**config.mk**
```make
export PLATFORM = sky130hd
export DESIGN_NAME = ps2_receive_flat
export DESIGN_NICKNAME = d
export VERILOG_FILES = /design/src/rtl/ps2_pkg.sv /design/src/rtl/ps2_receive_if.sv /design/src/rtl/ps2_sync_edge.sv /design/src/rtl/ps2_receive.sv /design/src/flat_wrapper.sv
export SDC_FILE = /design/constraint.sdc
export NUM_CORES = 1
export LEC_CHECK = 0
export ABC_AREA = 1
export BUFFER_PORTS_ARGS = -buffer_cell sky130_fd_sc_hd__buf_2
export CORE_ASPECT_RATIO = 0.9
export CORE_UTILIZATION = 57
export DETAILED_ROUTE_END_ITERATION = 8
export GPL_ROUTABILITY_DRIVEN = 0
export PLACE_DENSITY = 0.78
export SLEW_MARGIN = 40
export SYNTH_ARGS = -nofsm -noshare
export SYNTH_HDL_FRONTEND = slang
export SYNTH_HIERARCHICAL = 1
export SYNTH_SLANG_ARGS = --single-unit
```
**constraint.sdc**
```tcl
create_clock -name clk -period 2.25 [get_ports clk]
set_input_delay 0.45 -clock clk [delete_from_list [all_inputs] [get_ports clk]]
set_output_delay 0.45 -clock clk [all_outputs]
set_load 0.03 [all_outputs]
```
**src/rtl/ps2_pkg.sv**
```systemverilog
// Shared PS/2 definitions used by the receive and command blocks.
package ps2_pkg;

    localparam int PS2_FRAME_BITS = 11;
    localparam int PS2_DATA_BITS  = 8;

    typedef enum logic [1:0] {
        IDLE   = 2'd0,
        DATA   = 2'd1,
        PARITY = 2'd2,
        STOP   = 2'd3
    } ps2_rx_state_e;

    typedef enum logic [1:0] {
        ERR_NONE    = 2'b00,
        ERR_PARITY  = 2'b01,
        ERR_STOP    = 2'b10,
        ERR_TIMEOUT = 2'b11
    } ps2_err_e;

endpackage

```
**src/rtl/ps2_receive_if.sv**
```systemverilog
// Bus bundle between the PS/2 pins, the host gating and the byte consumer.
interface ps2_receive_if;
    import ps2_pkg::*;

    logic                     read_enable;
    logic                     ps2_clock;
    logic                     ps2_data;
    logic [PS2_DATA_BITS-1:0] data;
    logic                     data_valid;
    logic                     frame_error;
    ps2_err_e                 error_code;
    logic                     busy;

    modport master (
        output read_enable, ps2_clock, ps2_data,
        input  data, data_valid, frame_error, error_code, busy
    );

    modport slave (
        input  read_enable, ps2_clock, ps2_data,
        output data, data_valid, frame_error, error_code, busy
    );

endinterface

```
**src/rtl/ps2_sync_edge.sv**
```systemverilog
// Synchronises the PS/2 clock/data lines and emits one filtered falling-edge pulse.
module ps2_sync_edge #(
    parameter int SYNC_STAGES   = 2,
    parameter int FILTER_CYCLES = 8
) (
    input  logic clk,
    input  logic reset,
    input  logic ps2_clock,
    input  logic ps2_data,
    output logic data_sync,
    output logic fe
);

    localparam int CNT_W = $clog2(FILTER_CYCLES + 2);
    localparam logic [CNT_W-1:0] FILT_FIRE = CNT_W'(FILTER_CYCLES);
    localparam logic [CNT_W-1:0] FILT_MAX  = CNT_W'(FILTER_CYCLES + 1);

    logic [SYNC_STAGES-1:0] clk_sync_q, clk_sync_d;
    logic [SYNC_STAGES-1:0] dat_sync_q, dat_sync_d;
    logic [CNT_W-1:0]       filt_q, filt_d;
    logic                   clk_s;

    assign clk_s     = clk_sync_q[SYNC_STAGES-1];
    assign data_sync = dat_sync_q[SYNC_STAGES-1];

    // Counter parks one above the fire value so a long low phase yields a single fe.
    assign fe = (filt_q == FILT_FIRE);

    always_comb begin
        clk_sync_d = {clk_sync_q[SYNC_STAGES-2:0], ps2_clock};
        dat_sync_d = {dat_sync_q[SYNC_STAGES-2:0], ps2_data};
        filt_d     = filt_q;
        if (clk_s) begin
            filt_d = '0;
        end else if (filt_q != FILT_MAX) begin
            filt_d = filt_q + 1'b1;
        end
    end

    always_ff @(posedge clk or negedge reset) begin
        if (!reset) begin
            clk_sync_q <= '1;
            dat_sync_q <= '1;
            filt_q     <= '0;
        end else begin
            clk_sync_q <= clk_sync_d;
            dat_sync_q <= dat_sync_d;
            filt_q     <= filt_d;
        end
    end

endmodule

```
**src/rtl/ps2_receive.sv**
```systemverilog
// PS/2 device-to-host frame receiver (start, 8 data LSB-first, odd parity, stop).
// Define PS2_RX_TIMEOUT_EN to add a mid-frame watchdog that aborts stalled frames.
module ps2_receive
    import ps2_pkg::*;
#(
    parameter int SYNC_STAGES    = 2,
    parameter int FILTER_CYCLES  = 8,
    parameter int TIMEOUT_CYCLES = 100000
) (
    input logic          clk,
    input logic          reset,
    ps2_receive_if.slave bus
);

    localparam int BIT_W = $clog2(PS2_DATA_BITS);
    localparam logic [BIT_W-1:0] BIT_LAST = BIT_W'(PS2_DATA_BITS - 1);

    if (SYNC_STAGES < 2 || FILTER_CYCLES < 1 || TIMEOUT_CYCLES < 2) begin : g_cfg_check
        $error("ps2_receive: illegal parameter set");
    end

    function automatic logic odd_parity_ok(input logic [PS2_DATA_BITS-1:0] d, input logic p);
        return ^{d, p};
    endfunction

    logic data_sync, fe;

    ps2_sync_edge #(
        .SYNC_STAGES  (SYNC_STAGES),
        .FILTER_CYCLES(FILTER_CYCLES)
    ) u_sync_edge (
        .clk      (clk),
        .reset    (reset),
        .ps2_clock(bus.ps2_clock),
        .ps2_data (bus.ps2_data),
        .data_sync(data_sync),
        .fe       (fe)
    );

    ps2_rx_state_e            state_q, state_d;
    logic [BIT_W-1:0]         bit_cnt_q, bit_cnt_d;
    logic [PS2_DATA_BITS-1:0] shift_q, shift_d;
    logic                     parity_q, parity_d;
    logic [PS2_DATA_BITS-1:0] data_q, data_d;
    logic                     data_valid_q, data_valid_d;
    logic                     frame_error_q, frame_error_d;
    ps2_err_e                 err_q, err_d;
    logic                     busy_q, busy_d;
    logic                     timeout;

`ifdef PS2_RX_TIMEOUT_EN
    localparam int WDOG_W = $clog2(TIMEOUT_CYCLES + 1);
    localparam logic [WDOG_W-1:0] WDOG_LIMIT = WDOG_W'(TIMEOUT_CYCLES);

    logic [WDOG_W-1:0] wdog_q, wdog_d;

    assign timeout = (wdog_q == WDOG_LIMIT);

    always_comb begin
        wdog_d = wdog_q;
        if (state_q == IDLE || fe) begin
            wdog_d = '0;
        end else if (!timeout) begin
            wdog_d = wdog_q + 1'b1;
        end
    end

    always_ff @(posedge clk or negedge reset) begin
        if (!reset) begin
            wdog_q <= '0;
        end else begin
            wdog_q <= wdog_d;
        end
    end
`else
    assign timeout = 1'b0;
`endif

    always_comb begin
        state_d       = state_q;
        bit_cnt_d     = bit_cnt_q;
        shift_d       = shift_q;
        parity_d      = parity_q;
        data_d        = data_q;
        err_d         = err_q;
        data_valid_d  = 1'b0;
        frame_error_d = 1'b0;

        // Host owns the bus: drop any partial frame silently.
        if (!bus.read_enable) begin
            state_d = IDLE;
        end else if (fe) begin
            unique case (state_q)
                IDLE: begin
                    if (!data_sync) begin
                        state_d   = DATA;
                        bit_cnt_d = '0;
                    end
                end
                DATA: begin
                    shift_d   = {data_sync, shift_q[PS2_DATA_BITS-1:1]};
                    bit_cnt_d = bit_cnt_q + 1'b1;
                    if (bit_cnt_q == BIT_LAST) state_d = PARITY;
                end
                PARITY: begin
                    parity_d = data_sync;
                    state_d  = STOP;
                end
                STOP: begin
                    state_d = IDLE;
                    if (!odd_parity_ok(shift_q, parity_q)) begin
                        frame_error_d = 1'b1;
                        err_d         = ERR_PARITY;
                    end else if (!data_sync) begin
                        frame_error_d = 1'b1;
                        err_d         = ERR_STOP;
                    end else begin
                        data_d       = shift_q;
                        data_valid_d = 1'b1;
                        err_d        = ERR_NONE;
                    end
                end
                default: state_d = IDLE;
            endcase
        end else if (timeout) begin
            state_d       = IDLE;
            frame_error_d = 1'b1;
            err_d         = ERR_TIMEOUT;
        end

        busy_d = (state_d != IDLE);
    end

    always_ff @(posedge clk or negedge reset) begin
        if (!reset) begin
            state_q       <= IDLE;
            bit_cnt_q     <= '0;
            shift_q       <= '0;
            parity_q      <= 1'b0;
            data_q        <= '0;
            data_valid_q  <= 1'b0;
            frame_error_q <= 1'b0;
            err_q         <= ERR_NONE;
            busy_q        <= 1'b0;
        end else begin
            state_q       <= state_d;
            bit_cnt_q     <= bit_cnt_d;
            shift_q       <= shift_d;
            parity_q      <= parity_d;
            data_q        <= data_d;
            data_valid_q  <= data_valid_d;
            frame_error_q <= frame_error_d;
            err_q         <= err_d;
            busy_q        <= busy_d;
        end
    end

    assign bus.data        = data_q;
    assign bus.data_valid  = data_valid_q;
    assign bus.frame_error = frame_error_q;
    assign bus.error_code  = err_q;
    assign bus.busy        = busy_q;

endmodule

```
**src/flat_wrapper.sv**
```systemverilog
// flat-port wrapper written by rule: the top's interface ports become plain ports
module ps2_receive_flat import ps2_pkg::*;
#(
    parameter int SYNC_STAGES    = 2,
    parameter int FILTER_CYCLES  = 8,
    parameter int TIMEOUT_CYCLES = 100000
)
  (clk, reset, bus_read_enable, bus_ps2_clock, bus_ps2_data, bus_data, bus_data_valid, bus_frame_error, bus_error_code, bus_busy);
  ps2_receive_if bus_i ();
  input logic clk;
  input logic reset;
  input wire logic [$bits(bus_i.read_enable)-1:0] bus_read_enable;
  input wire logic [$bits(bus_i.ps2_clock)-1:0] bus_ps2_clock;
  input wire logic [$bits(bus_i.ps2_data)-1:0] bus_ps2_data;
  output wire logic [$bits(bus_i.data)-1:0] bus_data;
  output wire logic [$bits(bus_i.data_valid)-1:0] bus_data_valid;
  output wire logic [$bits(bus_i.frame_error)-1:0] bus_frame_error;
  output wire logic [$bits(bus_i.error_code)-1:0] bus_error_code;
  output wire logic [$bits(bus_i.busy)-1:0] bus_busy;
  assign bus_i.read_enable = bus_read_enable;
  assign bus_i.ps2_clock = bus_ps2_clock;
  assign bus_i.ps2_data = bus_ps2_data;
  assign bus_data = bus_i.data;
  assign bus_data_valid = bus_i.data_valid;
  assign bus_frame_error = bus_i.frame_error;
  assign bus_error_code = bus_i.error_code;
  assign bus_busy = bus_i.busy;
  ps2_receive #(.SYNC_STAGES(SYNC_STAGES), .FILTER_CYCLES(FILTER_CYCLES), .TIMEOUT_CYCLES(TIMEOUT_CYCLES)) u_core (.clk(clk), .reset(reset), .bus(bus_i));
endmodule
```
==> results.cfg <==
[drt]
drt_iter0_drc = 78
vias_per_cell = 5.16
first_pass_iters = 4
drtAntennaViolNets = 0
routedWlPerCell_um = 12.2
drc = 0
routed_wl_um = 3130
num_vias = 1327

[yosys]
netlist_instances = 194
ys.flop_type = dfrtp_1
syn_nets = 204
synth_warnings = 6
synth.distinct_cells = 23
synth_area_per_cell_um2 = 8.56
synth-edff-count = 0
async_flop_share_pct = 100
synth-seq-area-share_pct = 53.0
syn_area_um2 = 1660
ys_ff_latch = 35

[sta]
hold_viol = 0
worstMarginPinSlew_ns = 0.436
setup_viol = 0
fmaxAchievable_mhz = 528
drv_slew = 0
slew_headroom_pct = 70.9
period_share_pct = 84.2
setup_ws_ns = 0.355
min_period_ns = 1.90
finalClockSkew_ns = 0.00423
finalSetupTns_ns = 0
rsz0062_at_grt = false

[placed_design]
placed_cell_area_um2 = 1780
dpl.hpwl_um = 2360
port_buffers = 17
dp_slack_ns = 0.377

[die]
die_width_um = 58.9
start_util_pct = 60.5
fp.dieH_um = 53.2
ios = 18
die_area_um2 = 3140
coreArea_um2 = 2750
placementRows = 18

[layout]
area_delta_synth_final_pct = 11.5
fillerInstances = 251
final_cell_mix = nand2_1, dfrtp_1, inv_1
drive_gt1_share_pct = 18.9
mostFrequentLayoutCell = nand2_1
design_area_um2 = 1850
finalNetCount = 226
antennaDiodeCount = 0

[critical_path]
cp_max_fo = 17
ff2ff_setup_slack_ns = 0.35
cp-end-kind = flop
worstReg2RegStart = u_core/u_sync_edge/filt_q[0]$_DFFE_PN0P_
reg2regPathDepth = 7
crit_required_ns = 2.49
startpoint_type = flop
arrival_ns = 2.14
crit_type = flop to flop
rr_endpoint = u_core/shift_q[3]$_DFFE_PN0P_

[clock_tree]
cts-htree-levels = 2
ctsHoldBuffers = 0
cts_sinks = 35
cts_root_buf = clkbuf_4
clk_path_buf_depth = 2
cts_tree = built
postCtsSetupBuffers = 0
cts_resized = 0
clock_latency_ns = 0.33
numCtsBuffers = 5
cts.clk_slew.worst_paths_ns = 0.10

[global_routing]
grt_pass1_wl_um = 5290
grt_remaining_overflow = 0
grt_pass1_vias = 1207
grt_max_degree = 36
antenna_found_initial = 0
grt_util_all_layers_pct = 23.5

[min_path]
hold_class = input port to asynchronous set/reset pin

[pwr]
p_leak_nw = 1.03
p_per_area_nw_per_um2 = 577
ir_drop_mv = 0.379

[outcome]
status = complete, no violations

[flow_run]
maxCapViolations = 0
[synth_stat cells (2+ instances only)]
master | number | area share [%]
nand3_1 | 18 | 5.4
a21oi_1 | 4 | 1.2
nand3_2 | 2 | 1.2
nand2_2 | 6 | 2.3
nand2_1 | 67 | 15
inv_1 | 20 | 4.5
dfrtp_1 | 31 | 47
o21ai_0 | 14 | 4.2
nand4_1 | 2 | 0.75
ha_1 | 5 | 3.8
inv_2 | 2 | 0.45
nor2_1 | 9 | 2.0
dfstp_2 | 4 | 6.3
[critical path, stage by stage, from the launching register on]
cell and delay [ns]:
dfrtp_1 0.45, inv_1 0.11, ha_1 0.14, and3_1 0.26, nand2_1 0.11, inv_1 0.16, nand2_1 0.30, o21ai_0 0.28
[worst max-delay path by stage]
stage / start / to / slack (ns)
detailed placement: u_core/u_sync_edge/filt_q[0]$_DFFE_PN0P_ / u_core/shift_q[3]$_DFFE_PN0P_ / 0.38
floorplan: u_core/u_sync_edge/filt_q[0]$_DFFE_PN0P_ / u_core/shift_q[7]$_DFFE_PN0P_ / 0.62
finish: u_core/u_sync_edge/filt_q[0]$_DFFE_PN0P_ / u_core/shift_q[3]$_DFFE_PN0P_ / 0.35
CTS: u_core/u_sync_edge/filt_q[0]$_DFFE_PN0P_ / u_core/shift_q[3]$_DFFE_PN0P_ / 0.35
global placement: u_core/u_sync_edge/filt_q[0]$_DFFE_PN0P_ / u_core/bus.data[7]$_DFFE_PN0P_ / 0.52
global route: u_core/u_sync_edge/filt_q[0]$_DFFE_PN0P_ / u_core/shift_q[5]$_DFFE_PN0P_ / 0.18
[flip-flops by register name (all words and copies together), names as in the netlist, 2 cells and up]
name,count
u_core/u_sync_edge/clk_sync_q,2
u_core/bus.error_code,2
u_core/u_sync_edge/dat_sync_q,2
u_core/bus.data,8
u_core/u_sync_edge/filt_q,4
u_core/bit_cnt_q,3
u_core/state_q,2
u_core/shift_q,8
[logic make-up after synthesis]
group	after synthesis	synth area share (%)
AOI/OAI and AO/OA	21	6.78
xor gates and xnor gates	1	0.527
and+or+nand+nor	108	30.0
adders and majority gates	5	3.77
buffers and inverters	24	5.87
DFF	35	53.0
[power breakdown]
part / leakage (nW) / switching, mW / total (mW) / internal [mW]
registers: 0.473 / 0.00767 / 0.648 / 0.640
clock network: 0.0386 / 0.199 / 0.383 / 0.184
logic: 0.521 / 0.0272 / 0.0385 / 0.0113
total: 1.03 / 0.234 / 1.07 / 0.835
[routing by layer]
layer  part of all wire (%)  up-vias  global-route usage (%)
met5                      0        -                       0
met4                    1.7        0                    9.13
met3                    4.3        7                    6.60
met2                     49       31                    38.6
met1                     45      627                    29.2
li1                       -      662                       -
[area by class of cell]
type	instances	area (µm²)	area share, %
Inverter	22	82.6	4.46
Multi-Input combinational cell	135	683	36.9
Clock buffer	8	68.8	3.71
Sequential cell	35	881	47.5
Timing Repair Buffer	17	87.6	4.73
Tap cell	40	50.0	2.70
[metrics by stage]
stage	util [%]	hold WS, ns	cells	total power [mW]
CTS	67.3	0.189	257	1.08
finish	67.4	0.0493	257	1.07
floorplan	-	0.154	194	0.676
detailed placement	64.8	0.351	249	0.699
global route	67.4	0.0606	257	1.12
global placement	64.8	0.346	249	0.694
No activity file was read; power rests on OpenSTA's default activity.
